--- src/rtl/dbus_pkg.sv ---
// Shared types and widths for the TCM data-bus initiator and its store buffer.
// Optional store-to-load forwarding is enabled by defining DBUS_STORE_FWD_EN.
package dbus_pkg;

  localparam int unsigned DBUS_ADDR_W   = 32;
  localparam int unsigned DBUS_DATA_W   = 32;
  localparam int unsigned DBUS_BE_W     = DBUS_DATA_W / 8;
  localparam int unsigned DBUS_SB_DEPTH = 4;

  typedef struct packed {
    logic [DBUS_ADDR_W-1:0] addr;
    logic [DBUS_DATA_W-1:0] data;
    logic [DBUS_BE_W-1:0]   be;
  } sb_entry_t;

  typedef enum logic [1:0] {
    IDLE,
    WR,
    RD
  } dbus_state_t;

endpackage

--- src/rtl/dbus_sb_fifo.sv ---
// In-order store buffer for posted stores. With DBUS_STORE_FWD_EN defined it also
// exposes its live entries, oldest first, for load forwarding.
module dbus_sb_fifo
  import dbus_pkg::*;
#(
  parameter int unsigned DEPTH = DBUS_SB_DEPTH
) (
  input  logic      clock,
  input  logic      reset_n,
  input  logic      push,
  input  sb_entry_t push_data,
  input  logic      pop,
  output logic      full,
  output logic      empty,
  output logic      one_left,
  output sb_entry_t head
`ifdef DBUS_STORE_FWD_EN
  ,
  output sb_entry_t [DEPTH-1:0] entries,
  output logic      [DEPTH-1:0] valid
`endif
);

  localparam int unsigned IW = $clog2(DEPTH);
  localparam int unsigned PW = IW + 1;

  // Extra pointer bit distinguishes full from empty when the index bits match.
  logic [PW-1:0] wr_ptr, rd_ptr, count;
  sb_entry_t     mem [DEPTH];

  assign count    = wr_ptr - rd_ptr;
  assign empty    = (wr_ptr == rd_ptr);
  assign full     = (wr_ptr[IW] != rd_ptr[IW]) && (wr_ptr[IW-1:0] == rd_ptr[IW-1:0]);
  assign one_left = (count == PW'(1));
  assign head     = mem[rd_ptr[IW-1:0]];

  always_ff @(posedge clock) begin
    if (push) mem[wr_ptr[IW-1:0]] <= push_data;
  end

  always_ff @(posedge clock or negedge reset_n) begin
    if (!reset_n) begin
      wr_ptr <= '0;
      rd_ptr <= '0;
    end else begin
      if (push) wr_ptr <= wr_ptr + PW'(1);
      if (pop)  rd_ptr <= rd_ptr + PW'(1);
    end
  end

`ifdef DBUS_STORE_FWD_EN
  logic [PW-1:0] idx;

  always_comb begin
    idx = '0;
    for (int unsigned i = 0; i < DEPTH; i++) begin
      idx        = rd_ptr + PW'(i);
      entries[i] = mem[idx[IW-1:0]];
      valid[i]   = (PW'(i) < count);
    end
  end
`endif

endmodule

--- src/rtl/dbus_initiator.sv ---
// TCM initiator: posted in-order stores, single outstanding load after older stores.
// Define DBUS_STORE_FWD_EN to satisfy full-word loads directly from the store buffer.
module dbus_initiator
  import dbus_pkg::*;
#(
  parameter int unsigned ADDR_WIDTH = DBUS_ADDR_W,
  parameter int unsigned DATA_WIDTH = DBUS_DATA_W,
  parameter int unsigned BE_WIDTH   = DATA_WIDTH / 8,
  parameter int unsigned SB_DEPTH   = DBUS_SB_DEPTH
) (
  input  logic                  clock,
  input  logic                  reset_n,
  input  logic                  req_valid,
  output logic                  req_ready,
  input  logic                  req_wr,
  input  logic [ADDR_WIDTH-1:0] req_addr,
  input  logic [DATA_WIDTH-1:0] req_wr_data,
  input  logic [BE_WIDTH-1:0]   req_be,
  output logic                  rsp_valid,
  output logic [DATA_WIDTH-1:0] rsp_data,
  output logic                  idle,
  output logic [ADDR_WIDTH-1:0] mem_addr,
  output logic                  mem_rd,
  output logic                  mem_wr,
  output logic [DATA_WIDTH-1:0] mem_wr_data,
  output logic [BE_WIDTH-1:0]   mem_wr_be,
  input  logic [DATA_WIDTH-1:0] mem_rd_data,
  input  logic                  mem_waitrequest
);

  dbus_state_t           state, state_n;
  logic                  ld_pending;
  logic [ADDR_WIDTH-1:0] ld_addr;
  logic                  sb_full, sb_empty, sb_one_left, sb_pop;
  sb_entry_t             sb_head, push_entry;
  logic                  accept, st_acc, ld_acc, ld_start, ld_next, rd_done;
  logic                  fwd_hit;
  logic [DATA_WIDTH-1:0] fwd_data;

  assign req_ready  = !ld_pending && !sb_full;
  assign accept     = req_valid && req_ready;
  assign st_acc     = accept && req_wr;
  assign ld_acc     = accept && !req_wr;
  assign ld_start   = ld_acc && !fwd_hit;
  assign ld_next    = ld_pending || ld_start;
  assign sb_pop     = (state == WR) && !mem_waitrequest;
  assign rd_done    = (state == RD) && !mem_waitrequest;
  assign idle       = sb_empty && !ld_pending && (state == IDLE);
  assign push_entry = '{addr: req_addr, data: req_wr_data, be: req_be};

`ifdef DBUS_STORE_FWD_EN
  sb_entry_t [SB_DEPTH-1:0] sb_entries;
  logic      [SB_DEPTH-1:0] sb_valid;

  // Scan oldest to youngest so the youngest matching word wins; a partial youngest match vetoes.
  always_comb begin
    fwd_hit  = 1'b0;
    fwd_data = '0;
    for (int unsigned i = 0; i < SB_DEPTH; i++) begin
      if (sb_valid[i] && (sb_entries[i].addr[ADDR_WIDTH-1:2] == req_addr[ADDR_WIDTH-1:2])) begin
        fwd_hit  = &sb_entries[i].be;
        fwd_data = sb_entries[i].data;
      end
    end
  end
`else
  assign fwd_hit  = 1'b0;
  assign fwd_data = '0;
`endif

  dbus_sb_fifo #(.DEPTH(SB_DEPTH)) u_sb (
    .clock     (clock),
    .reset_n   (reset_n),
    .push      (st_acc),
    .push_data (push_entry),
    .pop       (sb_pop),
    .full      (sb_full),
    .empty     (sb_empty),
    .one_left  (sb_one_left),
    .head      (sb_head)
`ifdef DBUS_STORE_FWD_EN
    ,
    .entries   (sb_entries),
    .valid     (sb_valid)
`endif
  );

  always_ff @(posedge clock or negedge reset_n) begin
    if (!reset_n) state <= IDLE;
    else          state <= state_n;
  end

  // A load accepted this cycle counts as pending so an empty buffer issues mem_rd next cycle.
  always_comb begin
    state_n     = state;
    mem_rd      = 1'b0;
    mem_wr      = 1'b0;
    mem_addr    = '0;
    mem_wr_data = '0;
    mem_wr_be   = '0;
    unique case (state)
      IDLE: begin
        if (!sb_empty)    state_n = WR;
        else if (ld_next) state_n = RD;
      end
      WR: begin
        mem_wr      = 1'b1;
        mem_addr    = sb_head.addr;
        mem_wr_data = sb_head.data;
        mem_wr_be   = sb_head.be;
        if (!mem_waitrequest) begin
          if (!sb_one_left || st_acc) state_n = WR;
          else if (ld_next)           state_n = RD;
          else                        state_n = IDLE;
        end
      end
      RD: begin
        mem_rd   = 1'b1;
        mem_addr = ld_addr;
        if (!mem_waitrequest) state_n = IDLE;
      end
      default: state_n = IDLE;
    endcase
  end

  always_ff @(posedge clock or negedge reset_n) begin
    if (!reset_n) begin
      ld_pending <= 1'b0;
      ld_addr    <= '0;
      rsp_valid  <= 1'b0;
      rsp_data   <= '0;
    end else begin
      if (ld_start) begin
        ld_pending <= 1'b1;
        ld_addr    <= req_addr;
      end else if (rd_done) begin
        ld_pending <= 1'b0;
      end
      rsp_valid <= rd_done || (ld_acc && fwd_hit);
      if (rd_done)                rsp_data <= mem_rd_data;
      else if (ld_acc && fwd_hit) rsp_data <= fwd_data;
    end
  end

endmodule

--- config.mk ---
export PLATFORM = sky130hd
export DESIGN_NAME = dbus_initiator
export DESIGN_NICKNAME = d
export VERILOG_FILES = /design/src/rtl/dbus_pkg.sv /design/src/rtl/dbus_sb_fifo.sv /design/src/rtl/dbus_initiator.sv
export SDC_FILE = /design/constraint.sdc
export NUM_CORES = 1
export LEC_CHECK = 0
export BUFFER_PORTS_ARGS = -buffer_cell sky130_fd_sc_hd__clkbuf_2
export CAP_MARGIN = 20
export CORE_UTILIZATION = 53
export CTS_BUF_LIST = sky130_fd_sc_hd__clkbuf_4 sky130_fd_sc_hd__clkbuf_8
export DETAILED_ROUTE_END_ITERATION = 10
export GPL_ROUTABILITY_DRIVEN = 0
export PLACE_DENSITY = 0.83
export SYNTH_ARGS = -nofsm -noshare
export SYNTH_HDL_FRONTEND = slang
export SYNTH_SLANG_ARGS = --single-unit
--- constraint.sdc ---
create_clock -name clock -period 4 [get_ports clock]
set_input_delay 0.8 -clock clock [delete_from_list [all_inputs] [get_ports clock]]
set_output_delay 0.8 -clock clock [all_outputs]
set_load 0.01 [all_outputs]
== After elaboration in Yosys (flattened, before gate mapping) ==
Memories as Yosys holds them, arrays and structs flattened.
Index checks and enable logic that the tools add are counted.
W data, S select, Z words.

* Register bits after elaboration: 74
* Bits in latches: 0
* RAM bits: 272
* ROM bits: 0
* Memories: 1

* Add/sub/neg operators: 3
* Multipliers: 0
* Div/mod/pow operators: 0
* $lt $le $gt $ge: 0
* Eq/ne operators: 9
* Shift-type cells: 0
* Mux-type cells: 16
* Bitwise operators: 0
* Reductions and logical operators: 19

{| class="wikitable"
|+ Memory list
! name !! words !! bits a word !! read ports !! clocked after memory_dff !! wr ports !! RTL line !! RTL
|-
| u_sb.mem || 4 || 68 || 1 || 0 || 1 || dbus_sb_fifo.sv:29 || <nowiki>sb_entry_t mem [DEPTH];</nowiki>
|}

{| class="wikitable"
|+ Operator list
! cell !! count
|-
| $pmux W32 S2 || 1
|-
| $mux W32 || 1
|-
| $mux W2 || 6
|-
| $logic_and A1 B1 Y1 || 9
|-
| $add A3 B1 Y3 const B || 2
|-
| $mux W1 || 6
|-
| $pmux W2 S3 || 1
|-
| $logic_not A1 Y1 || 5
|-
| $mux W4 || 1
|-
| $ne A2 B2 Y1 const B || 2
|-
| $eq A3 B1 Y1 const B || 1
|-
| $eq A3 B3 Y1 || 1
|-
| $ne A3 B3 Y1 const B || 1
|-
| $reduce_and A3 Y1 || 1
|-
| $sub A3 B3 Y3 || 1
|-
| $eq A2 B1 Y1 const B || 1
|-
| $eq A2 B2 Y1 || 1
|-
| $eq A2 B2 Y1 const B || 1
|-
| $logic_not A2 Y1 || 1
|-
| $logic_or A1 B1 Y1 || 2
|-
| $reduce_bool A2 Y1 || 1
|-
| $ne A1 B1 Y1 || 1
|}

== Longest topological paths before layout ==
Gate-level depths: netlist of the first run.

* Depth in word-level cells: 11
* Depth in mapped cells: 10
* Depth with buffers taken out: 6

== Cells and area by module ==
A second synthesis of the first run with hierarchy kept.

* Cells, all modules: 671
* Area, all modules: 13,611.8 um^2

{| class="wikitable"
|+ By module, submodules not included
! module !! times used !! cells each !! area an instance (um^2) !! sequential area each (um^2)
|-
| dbus_sb_fifo || 1 || 394 || 10,224.8 || 8,318.0
|-
| dbus_initiator || 1 || 277 || 3,387.0 || 1,701.6
|}

== Worst setup path after synthesis of the first run ==
Ideal clock, no wire load.

* Kind: register -> register
* From: register u_sb.rd_ptr[1]
* To: memory u_sb.mem[3][0] in the netlist's numbering, enable pin
* Arrival: 3.364 ns
* Setup slack: 0.201 ns
* Cell stages (with the launch flop): 9
* Buffers on the path: 3
* Clock period less this slack: 3.799 ns
* Path through: dfrtp_1 > buf_2 > buf_2 > buf_2 > inv_1 > ha_1 > nand2_1 > o2111a_2 > and2_1

* Cells in the longest elaborated chain, start to end: 8

{| class="wikitable"
|+ Ends and longest elaborated chain
! item !! RTL line !! RTL
|-
| start: declaration || dbus_sb_fifo.sv:28 || <nowiki>logic [PW-1:0] wr_ptr, rd_ptr, count;</nowiki>
|-
| start signal: assignment || dbus_sb_fifo.sv:47 || <nowiki>if (pop) rd_ptr <= rd_ptr + PW'(1);</nowiki>
|-
| $eq A2 B2 Y1 || dbus_sb_fifo.sv:33 || <nowiki>assign full = (wr_ptr[IW] != rd_ptr[IW]) && (wr_ptr[IW-1:0] == rd_ptr[IW-1:0]);</nowiki>
|-
| $logic_and A1 B1 Y1 || dbus_sb_fifo.sv:33 ||
|-
| $logic_not A1 Y1 || dbus_initiator.sv:40 || <nowiki>assign req_ready = !ld_pending && !sb_full;</nowiki>
|-
| $logic_and A1 B1 Y1 || dbus_initiator.sv:40 ||
|-
| $logic_and A1 B1 Y1 || dbus_initiator.sv:41 || <nowiki>assign accept = req_valid && req_ready;</nowiki>
|-
| $logic_and A1 B1 Y1 || dbus_initiator.sv:42 || <nowiki>assign st_acc = accept && req_wr;</nowiki>
|-
| $mux W1 || dbus_sb_fifo.sv:38 || <nowiki>if (push) mem[wr_ptr[IW-1:0]] <= push_data;</nowiki>
|-
| $mux W1 (not written as such) || dbus_sb_fifo.sv:38 ||
|-
| end: declaration || dbus_sb_fifo.sv:29 ||
|}

No other way between the ends.

== Worst setup path after layout of the first run ==
* From: register u_sb.rd_ptr[0]
* To: output port mem_addr[16]

* Cells in the longest elaborated chain, start to end: 2

{| class="wikitable"
|+ Ends and longest elaborated chain
! item !! RTL line !! RTL
|-
| $mem_v2 Z4 W68 || -- ||
|-
| $pmux W32 S2 || dbus_initiator.sv:101 || <nowiki>unique case (state)</nowiki>
|-
| end: declaration || dbus_initiator.sv:22 || <nowiki>output logic [ADDR_WIDTH-1:0] mem_addr,</nowiki>
|}

No other way between the ends.

==> results of run 1 <==
==> through the flow <==
step,hold slack [ps],setup slack [ps]
global placement,471,1030
global route,306,267
finish,282,476
detailed placement,481,972
floorplan,459,201
CTS,271,360
==> final timing paths <==
path,slack (ps),start,end,cells past startpoint
setup / recovery,480,u_sb.rd_ptr[0]$_DFFE_PN0P_,mem_addr[16],5
hold / removal,280,reset_n,ld_addr[7]$_DFFE_PN0P_,1
setup reg to reg,1050,u_sb.rd_ptr[1]$_DFFE_PN0P_,u_sb.mem[3][66]$_DFFE_PP_,6
hold reg to reg,500,ld_addr[29]$_DFFE_PN0P_,ld_addr[29]$_DFFE_PN0P_,1
max in group asynchronous,2900,reset_n,ld_addr[30]$_DFFE_PN0P_,2
min in group clock,450,req_wr_data[31],u_sb.mem[0][35]$_DFFE_PP_,1
==> cells by family after synthesis <==
family / Yosys count / share of synthesized area, %
fa+ha+maj: 11 / 1.07
flops: 346 / 73.8
compound gates: 44 / 2.42
simple gates: 88 / 4.00
xor+xnor: 7 / 0.507
buf+inv: 45 / 1.67
mux: 132 / 16.6
==> per-layer routing <==
| layer | global-route usage [%] | vias up | share of wire, % |
|---|---|---|---|
| met3 | 6.89 | 46 | 9.2 |
| met2 | 33.4 | 290 | 49 |
| met4 | 5.40 | 0 | 1.7 |
| met1 | 26.6 | 3608 | 40 |
| met5 | 0 | - | 0 |
| li1 | - | 3155 | - |
==> report_power, final <==
group          switching, uW  internal [uW]
Sequential               414           4440
Clock                   1250           1580
Combinational           1760           1800
==> synth_stat cells <==
| library cell | number |
|---|---|
| mux2_2 | 60 |
| a22oi_1 | 32 |
| clkbuf_1 | 20 |
| a2111oi_0 | 1 |
| o21ai_0 | 5 |
| nand4b_1 | 1 |
| buf_4 | 4 |
| xnor2_1 | 3 |
| ha_1 | 10 |
| mux4_2 | 68 |
| nor2_1 | 3 |
| o21bai_1 | 1 |
| edfxtp_1 | 272 |
| and2_1 | 40 |
| dfrtp_1 | 74 |
| nor3b_4 | 1 |
| nand2_1 | 6 |
| o2111a_2 | 1 |
| o31a_1 | 2 |
| nor2_2 | 1 |
| buf_2 | 10 |
| nor2b_1 | 34 |
| nand2b_1 | 1 |
| fa_1 | 1 |
| xor2_1 | 3 |
| inv_1 | 7 |
| buf_6 | 4 |
| o22a_1 | 2 |
| nand4_1 | 1 |
| xnor2_2 | 1 |
| mux2_1 | 4 |
==> state kept, by name, indices dropped and copies added, names as in the netlist <==
name         cells
rsp_valid        1
rsp_data        32
state            2
ld_addr         32
ld_pending       1
u_sb.wr_ptr      3
u_sb.mem       272
u_sb.rd_ptr      3
==> area by class of cell <==
type / instances / area, um^2 / share of cell area (%)
clock buffer: 80 / 957 / 5.95
antenna: 1 / 2.50 / 0.0156
timing repair buffer: 224 / 1220 / 7.61
multi-input combinational: 282 / 3350 / 20.9
clock inverter: 12 / 78.8 / 0.490
inverter: 7 / 26.3 / 0.163
tap: 330 / 413 / 2.57
sequential: 346 / 10000 / 62.4
==> worst reg2reg max path, cell delays in order, from the launching register on <==
cell and delay [ps]:
dfrtp_4 820, inv_1 130, ha_1 360, nand2_1 140, o2111a_2 310, and2_4 530
buf_12 320
==> key figures, run 1 <==
Synthesis
  • Post-Syn Area: 13600 um^2
  • Unique cell type count in the Yosys netlist: 31
  • Cell taking the most area after synthesis: edfxtp_1
  • Count of warnings emitted by yosys: 0
  • Post-synthesis sequential area ratio: 73.8%
  • Syn_nets: between 700 and 800
  • Avg Inst Size Synth: 20.2 um^2
  • Yosys reg bits: 346
  • Ranking of synthesized cells by area: edfxtp_1 60%, dfrtp_1 14%, mux4_2 11%, mux2_2 5.0%, and2_1 1.8%
  • Cell count after synthesis: 673
  • Area share of the largest cell type after synthesis: between 60% and 70%

Floorplanning
  • Die Wd: 162 um
  • Core area: 25200 um^2
  • FP Rows: 58
  • Initial Util: 53.9%
  • # IOs: 210
  • Die area: around 26000 um^2
  • Die Ht: 162 um

Setup path
  • Critical path type: register to output pin
  • Crit path DAT: 2720 ps
  • Critical Path RT: 3200 ps
  • Critical-path top delay cell: dfrtp_4
  • CP startpoint kind: register
  • Crit path largest cell delay: 820 ps
  • Worst-path maximum fanout: 29
  • Sum of buffers and inverters on the critical path: 2
  • Crit. End Element: output pin
  • Crit path cell chain: buf_4 -> mux4_2 -> a22oi_1 -> nor2b_1 -> clkbuf_2
  • Largest delay share family, worst path: flip-flops

Clocking
  • Clk_lat worst skew: 560 ps
  • CTS tree: done
  • CTS resizes: 0
  • Clk sinks: 346
  • Root buffer cell: clkbuf_8
  • Clock buffer depth: 3
  • H-Tree Depth: 2
  • Post-CTS Setup Bufs: 0
  • CTS Buf Count: 53
  • Clk slew on worst S/H paths: approximately 60 ps
  • Hold buffer count at CTS: 0

Finish
  • Final Core Density: 63.9%
  • Layout cells sized above 1: 47.2%
  • Most common cell after layout, fill and taps aside: edfxtp_1
  • Fillers: 1730
  • Area growth, synth to finish: 18.4%
  • Fin cells: around 1300
  • Final Cell Area: ~16000 um^2
  • Most frequent cells in the layout: 272 x edfxtp_1, 208 x clkbuf_2, 72 x dfrtp_1, 68 x mux4_2, 60 x mux2_2
  • Fin nets: 1030

Global route
  • Grt total ovfl: 0
  • Largest net degree at the start of global routing: 51
  • Overall Global Routing Usage: 20.5%
  • Vias in the first global route: about 7400
  • Initial antenna violation count: 1
  • First-pass GRT wire length: 40600 um

Timing
  • Worst Tran Pin Value: between 900 and 1000 ps
  • Tmin final: 3520 ps
  • Final setup TNS: 0 ps
  • Max Fclk: about 280 MHz
  • Slew Viols, Final: 0
  • Setup violations, final: 0
  • Crit share post-route: 88.1%
  • Final Hold Fails: 0
  • RSZ-0062 raised after global routing: false
  • Rel. slew slack: between 30% and 40%
  • Setup Skew: 19.4 ps

Routing
  • Vias per inst: 5.54
  • ANT nets after route: 0
  • Vias: 7099
  • TritonRoute pass-1 iters: 5
  • Initial DRC Count: approximately 460
  • Drt total wl: 26400 um
  • Drt wl/cell: between 20 and 25 um
  • DRC viols: 0

Power and ir drop
  • Static leakage: 0.00599 uW
  • Worst vdd ir: 0.000537 V
  • Pwr Density: 699 nW/um^2
  • Overall power: 11200 uW

Placement
  • IO buf count: approximately 210
  • HPWL after detailed placement: between 15000 and 20000 um
  • Dpl cells: 1189
  • Area post-placement: 15000 um^2

Flow run
  • # Max-Cap Violations: 0

Status
  • Status: completed

Worst hold path
  • Hold Path Class: primary input to async pin
Power figures use the tool's default switching activity.
==> inputs of run 2 (changes only) <==
--- a/config.mk
+++ b/config.mk
@@ -7,7 +7,7 @@
 export LEC_CHECK = 0
 export BUFFER_PORTS_ARGS = -buffer_cell sky130_fd_sc_hd__clkbuf_2
 export CAP_MARGIN = 20
-export CORE_UTILIZATION = 53
+export CORE_UTILIZATION = 55
 export CTS_BUF_LIST = sky130_fd_sc_hd__clkbuf_4 sky130_fd_sc_hd__clkbuf_8
 export DETAILED_ROUTE_END_ITERATION = 10
 export GPL_ROUTABILITY_DRIVEN = 0
==> constraint.sdc (replaced) <==
create_clock -name clock -period 4.1 [get_ports clock]
set_input_delay 0.82 -clock clock [delete_from_list [all_inputs] [get_ports clock]]
set_output_delay 0.82 -clock clock [all_outputs]
set_load 0.01 [all_outputs]
==> run 2 against run 1 <==
First-iteration DRC count decreased by 14%. Die area decreased by 3.6%. Critical path depth unchanged. Global-route usage increased by 1.1 points. Count of clock-buffer cells in the layout decreased by 17. Highest routed layer is now met5.
==> key figures, run 2 (same netlist as run 1, synthesis figures left out) <==
Status
  • Status: completed

Finish
  • Area growth, synth to finish: 18.1%
  • Final Core Density: 66.2% (+2.3 points)
  • Layout cells sized above 1: 46.3% (-0.87 points)
  • Largest register FFs: 272 (unchanged)
  • Most common cell after layout, fill and taps aside: edfxtp_1
  • Most frequent cells in the layout: 272 x edfxtp_1, 208 x clkbuf_2, 72 x dfrtp_1, 68 x mux4_2, 60 x mux2_2
  • Fin nets: 1032 (+0.19%)
  • Antenna cell count: 0 (-1)

Setup path
  • Crit. End Element: output pin
  • Critical path type: register to output pin
  • Crit path largest cell delay: 720 ps (-100 ps)
  • Critical-path top delay cell: dfrtp_4
  • Worst-path maximum fanout: 43 (+48%)
  • Crit path cell chain: buf_4 -> mux4_2 -> a22oi_1 -> nor2b_1 -> clkbuf_2
  • Critical Path RT: 3280 ps (+80 ps)
  • CP startpoint kind: register
  • Crit path DAT: 2730 ps (about the same)

Timing
  • Slew Viols, Final: 0 (unchanged)
  • Tmin final: roughly 3600 ps
  • Crit share post-route: 86.7%
  • Final setup TNS: 0 ps (unchanged)
  • Final Hold Fails: 0 (unchanged)
  • Rel. slew slack: 30.8% (-3.5 points)
  • Setup violations, final: 0 (unchanged)
  • Setup Skew: 21.7 ps (+2.34 ps)
  • Max Fclk: 281 MHz
  • Worst Tran Pin Value: 1040 ps (+52.8 ps)
  • RSZ-0062 raised after global routing: false

Routing
  • Initial DRC Count: 397 (-14%)
  • Drt wl/cell: 20.7 um (+0.31%)
  • TritonRoute pass-1 iters: 5 (unchanged)
  • ANT nets after route: 0 (unchanged)
  • Vias per inst: 5.57 (+0.52%)
  • DRC viols: 0 (unchanged)
  • Drt total wl: 26500 um (+0.31%)
  • Vias: 7136 (+0.52%)

Power and ir drop
  • Static leakage: 0.00599 uW (about the same)
  • Reg power frac: 43.5% (+0.3 points)
  • Switching pwr: 3360 uW (-1.9%)
  • Switching Share: 31.1% (+0.61 points)
  • Pwr Density: 674 nW/um^2 (-3.6%)
  • Worst vdd ir: 0.000415 V (-23%)
  • Combinational Power Share: 32.2% (+0.6 points)
  • Clock share of power: 24.3% (-0.9 points)
  • Int Power: 7450 uW (-4.6%)

Clocking
  • CTS Buf Count: 52 (-1.9%)
  • Hold buffer count at CTS: 0 (unchanged)
  • Clk_lat worst skew: 570 ps (about the same)
  • Clk slew on worst S/H paths: 60 ps (about the same)
  • Root buffer cell: clkbuf_8
  • CTS resizes: 0 (unchanged)
  • CTS tree: done
  • H-Tree Depth: 2 (unchanged)
  • Clock buffer depth: 3 (unchanged)
  • Clk sinks: 346 (unchanged)
  • Post-CTS Setup Bufs: 0 (unchanged)

Global route
  • Largest net degree at the start of global routing: 75 (+47%)
  • Most Crowded Layer GR: met2
  • First-pass GRT wire length: 41600 um (+2.6%)
  • Vias in the first global route: 7545 (+2.3%)
  • Initial antenna violation count: 2 (+1)
  • GR met1 Demand/Resource: 26.6% (-0.029 points)
  • Grt total ovfl: 0 (unchanged)
  • Overall Global Routing Usage: 21.6% (+1.1 points)
  • M3 GR Usage: 6.82% (-0.070 points)
  • Met2 Use GR: 36.7% (+3.4 points)

Worst hold path
  • Hold Path Class: primary input to async pin

Floorplanning
  • FP Rows: 57 (-1.7%)
  • Initial Util: 56.0% (+2.1 points)
  • Core area: 24200 um^2 (-3.7%)
  • Die Ht: 159 um (-1.8%)
  • # IOs: 210 (unchanged)
  • Die area: 25300 um^2 (-3.6%)
  • Die Wd: 159 um (-1.8%)

Placement
  • IO buf count: 209 (unchanged)
  • HPWL after detailed placement: 16000 um (-2.0%)

Flow run
  • # Max-Cap Violations: 0 (unchanged)
[run 2: cell count changes in the layout (fill, tap and decap cells not counted), moves of 3 or more]
cell / delta
buf_4: +3
clkbuf_4: -14
clkbuf_8: -3
clkinv_1: +12
clkinv_2: +9
[run 2: layout make-up]
cell class / instances / area (um^2)
clock buffers: 63 / 811
clock inverters: 33 / 170
fillers: 1660 / 8200
inverters: 7 / 26.3
multi-input cells: 282 / 3350
flip-flops and latches: 346 / 10000
well taps: 324 / 405
repair buffers: 227 / 1250
[run 2: routing by layer]
metal,share of wire [%],vias up
met2,49,268
met3,8.2,39
met1,41,3664
met4,1.7,4
li1,-,3161
met5,0.12,-
[run 2: final timing paths]
check	from	endpoint	depth (start not counted)	slack, ps
max in group asynchronous	reset_n	u_sb.rd_ptr[1]$_DFFE_PN0P_	2	3360
min reg2reg	ld_addr[26]$_DFFE_PN0P_	ld_addr[26]$_DFFE_PN0P_	1	490
max	u_sb.rd_ptr[1]$_DFFE_PN0P_	mem_addr[16]	5	550
max reg2reg	u_sb.rd_ptr[0]$_DFFE_PN0P_	u_sb.mem[0][65]$_DFFE_PP_	5	1200
min in group clock	req_wr_data[18]	u_sb.mem[2][22]$_DFFE_PP_	1	470
min	reset_n	ld_addr[3]$_DFFE_PN0P_	1	90
[run 2: power by group through the flow]
stage | Combinational [uW] | Clock, uW | Sequential (uW)
final | 3490 | 2630 | 4700
after global routing | 3810 | 2840 | 4780
after CTS | 3540 | 2690 | 4720
after detailed placement | 3530 | 0 | 4790
after global placement | 3450 | 0 | 4750
after floorplan | 2420 | 0 | 4670
[run 2: through the flow]
stage                     hold slack, ps  power, uW  setup WS (ps)  area [um^2]  cells
final                               87.5      10800            545        16000   1282
after global routing                66.3      11400            410        16000   1282
after CTS                            434      11000            491        16000   1281
after detailed placement             481       8320           1100        15000   1185
after global placement               471       8200           1130        15000   1185
after floorplan                      459       7090            301        13600    673
[run 2: worst max-delay path, delay by kind of cell (launching register included)]
kind	cells	cell delay [ps]
buf+inv	2	790
flops	1	720
mux	1	400
compound gates	1	170
simple gates	1	70
==> inputs of run 3 (changes only) <==
--- a/config.mk
+++ b/config.mk
@@ -9,9 +9,11 @@
 export CAP_MARGIN = 20
 export CORE_UTILIZATION = 55
 export CTS_BUF_LIST = sky130_fd_sc_hd__clkbuf_4 sky130_fd_sc_hd__clkbuf_8
+export CTS_CLUSTER_SIZE = 25
 export DETAILED_ROUTE_END_ITERATION = 10
 export GPL_ROUTABILITY_DRIVEN = 0
 export PLACE_DENSITY = 0.83
+export RECOVER_POWER = 100
 export SYNTH_ARGS = -nofsm -noshare
 export SYNTH_HDL_FRONTEND = slang
 export SYNTH_SLANG_ARGS = --single-unit
==> run 3 against run 2 <==
The run now ends with capacitance limit, slew limit left. Sequential share of layout area grew 1.1 points. Via count shrank 0.29%. Die area is the same. Count of clock-buffer cells in the layout is the same. Combinational power shrank 4%. Critical path depth is the same. Final cell count is the same. Largest power group unchanged. Highest routed layer unchanged.
==> key figures, run 3 (same netlist as run 1, synthesis figures left out) <==
Status
  • Status: finished with violations
  • Failing checks: capacitance limit, slew limit

Timing
  • Final setup TNS: 0 ps (unchanged)
  • Worst Tran Pin Value: 1780 ps (+743 ps)
  • Rel. slew slack: -18.7% (-50 points)
  • Setup Skew: 19.9 ps (-1.83 ps)
  • Slew Viols, Final: 129 (+129)
  • Setup violations, final: 0 (unchanged)
  • Max Fclk: 275 MHz (-2.1%)
  • Tmin final: 3630 ps (+77.1 ps)
  • Final worst setup slack: 468 ps (-77.1 ps)
  • Crit share post-route: 88.6% (+1.9 points)
  • RSZ-0062 raised after global routing: false
  • Fin Hold WS: 224 ps (+136 ps)
  • Final Hold Fails: 0 (unchanged)

Clocking
  • CTS resizes: 0 (unchanged)
  • Clk slew on worst S/H paths: 60 ps (about the same)
  • Hold buffer count at CTS: 0 (unchanged)
  • Clock buffer depth: 3 (unchanged)
  • Clk sinks: 346 (unchanged)
  • Post-CTS Setup Bufs: 0 (unchanged)
  • CTS Buf Count: 52 (unchanged)
  • Clk_lat worst skew: 570 ps (about the same)
  • CTS tree: done
  • H-Tree Depth: 2 (unchanged)
  • Root buffer cell: clkbuf_8

Setup path
  • Critical-path top delay cell: and2_2
  • Largest delay share family, worst path: simple AND/OR/NAND/NOR gates
  • Critical Path RT: 4280 ps (+1000 ps)
  • Crit path cell chain: ha_1 -> nand2_1 -> o2111a_1 -> and2_2 -> clkbuf_1
  • Setup crit start: u_sb.rd_ptr[0]$_DFFE_PN0P_
  • Worst reg2reg startpoint: u_sb.rd_ptr[0]$_DFFE_PN0P_
  • Worst-path maximum fanout: 35 (-19%)
  • Crit. End Element: register
  • CP startpoint kind: register
  • Crit path DAT: 3820 ps (+1090 ps)
  • Crit path largest cell delay: 860 ps (+140 ps)
  • Critical path type: register to register
  • Sum of buffers and inverters on the critical path: 1 (-1)
  • R2r setup slk: 470 ps (-730 ps)

Routing
  • TritonRoute pass-1 iters: 5 (unchanged)
  • ANT nets after route: 0 (unchanged)
  • Drt wl/cell: 20.8 um (+0.68%)
  • DRC viols: 0 (unchanged)
  • Vias per inst: 5.55 (-0.29%)
  • Drt total wl: 26700 um (+0.68%)
  • Vias: 7115 (-0.29%)
  • Initial DRC Count: 392 (-1.3%)

Global route
  • Largest net degree at the start of global routing: 75 (unchanged)
  • Initial antenna violation count: 2 (unchanged)
  • First-pass GRT wire length: 41600 um (unchanged)
  • Overall Global Routing Usage: 21.6% (unchanged)
  • Vias in the first global route: 7545 (unchanged)
  • Grt total ovfl: 0 (unchanged)

Finish
  • Largest register FFs: 272 (unchanged)
  • Layout cells sized above 1: 28.7% (-18 points)
  • Area growth, synth to finish: 16.0%
  • Most frequent cells in the layout: 272 x edfxtp_1, 163 x clkbuf_1, 72 x dfrtp_1, 68 x mux4_2, 60 x mux2_2
  • Fillers: 1753 (+5.6%)
  • Most common cell after layout, fill and taps aside: edfxtp_1
  • Area occupied by registers: 10000 um^2 (unchanged)
  • Fin nets: 1032 (unchanged)
  • Multi-input gate area: 3330 um^2 (-0.75%)
  • Antenna cell count: 0 (unchanged)

Flow run
  • # Max-Cap Violations: 3 (+3)

Power and ir drop
  • Pwr Density: 677 nW/um^2 (+0.45%)
  • Static leakage: 0.00545 uW (-9.0%)
  • Worst vdd ir: 0.000412 V (-0.61%)

Floorplanning
  • Die Ht: 159 um (unchanged)
  • Initial Util: 56.0% (unchanged)
  • FP Rows: 57 (unchanged)
  • Core area: 24200 um^2 (unchanged)
  • Die area: 25300 um^2 (unchanged)
  • # IOs: 210 (unchanged)
  • Die Wd: 159 um (unchanged)

Worst hold path
  • Hold Path Class: primary input to async pin

Placement
  • Dpl ws: 1100 ps (unchanged)
  • IO buf count: 209 (unchanged)
  • HPWL after detailed placement: 16000 um (unchanged)
-- run 3: worst paths after layout --
kind                                         endpoint  cells past startpoint
max                          u_sb.mem[3][8]$_DFFE_PP_                      5
min                            ld_addr[3]$_DFFE_PN0P_                      1
max reg2reg                  u_sb.mem[3][8]$_DFFE_PP_                      5
min reg2reg                   ld_addr[26]$_DFFE_PN0P_                      1
max in group asynchronous  u_sb.rd_ptr[0]$_DFFE_PN0P_                      2
min in group clock            ld_addr[26]$_DFFE_PN0P_                      1
-- run 3: cell type report --
class	instances	share of cell area (%)
Sequential cell	346	63.6
Multi-Input combinational cell	282	21.1
Timing Repair Buffer	227	6.30
Clock buffer	63	5.14
Tap cell	324	2.57
Clock inverter	33	1.08
Inverter	7	0.167
-- run 3: worst reg2reg max path, cell delays in order (launching register included) --
cell	delay [ps]
dfrtp_4	790
ha_1	380
nand2_1	140
o2111a_1	360
and2_2	860
clkbuf_1	720
-- run 3: report_power, final --
part | total [uW] | internal (uW) | leakage, uW | switching [uW]
registers | 4700 | 4330 | 0.00334 | 371
logic | 3340 | 1600 | 0.00158 | 1740
clock network | 2630 | 1370 | 0.000525 | 1250
-- run 3: per-layer routing --
metal  part of all wire [%]  GRT usage, %  vias to the layer above
met5                   0.12             0                        -
met4                    1.7          6.38                        4
met3                    7.9          6.82                       40
met2                     50          36.7                      255
met1                     41          26.6                     3660
li1                       -             -                     3156
-- run 3: metrics by stage --
stage	total power [uW]	cells	utilization, %	cell area [um^2]
detailed placement	8320	1185	62.0	15000
CTS	11000	1281	66.1	16000
floorplan	7090	673	-	13600
global placement	8200	1185	62.0	15000
finish	10700	1282	65.0	15800
global route	11300	1282	65.0	15800
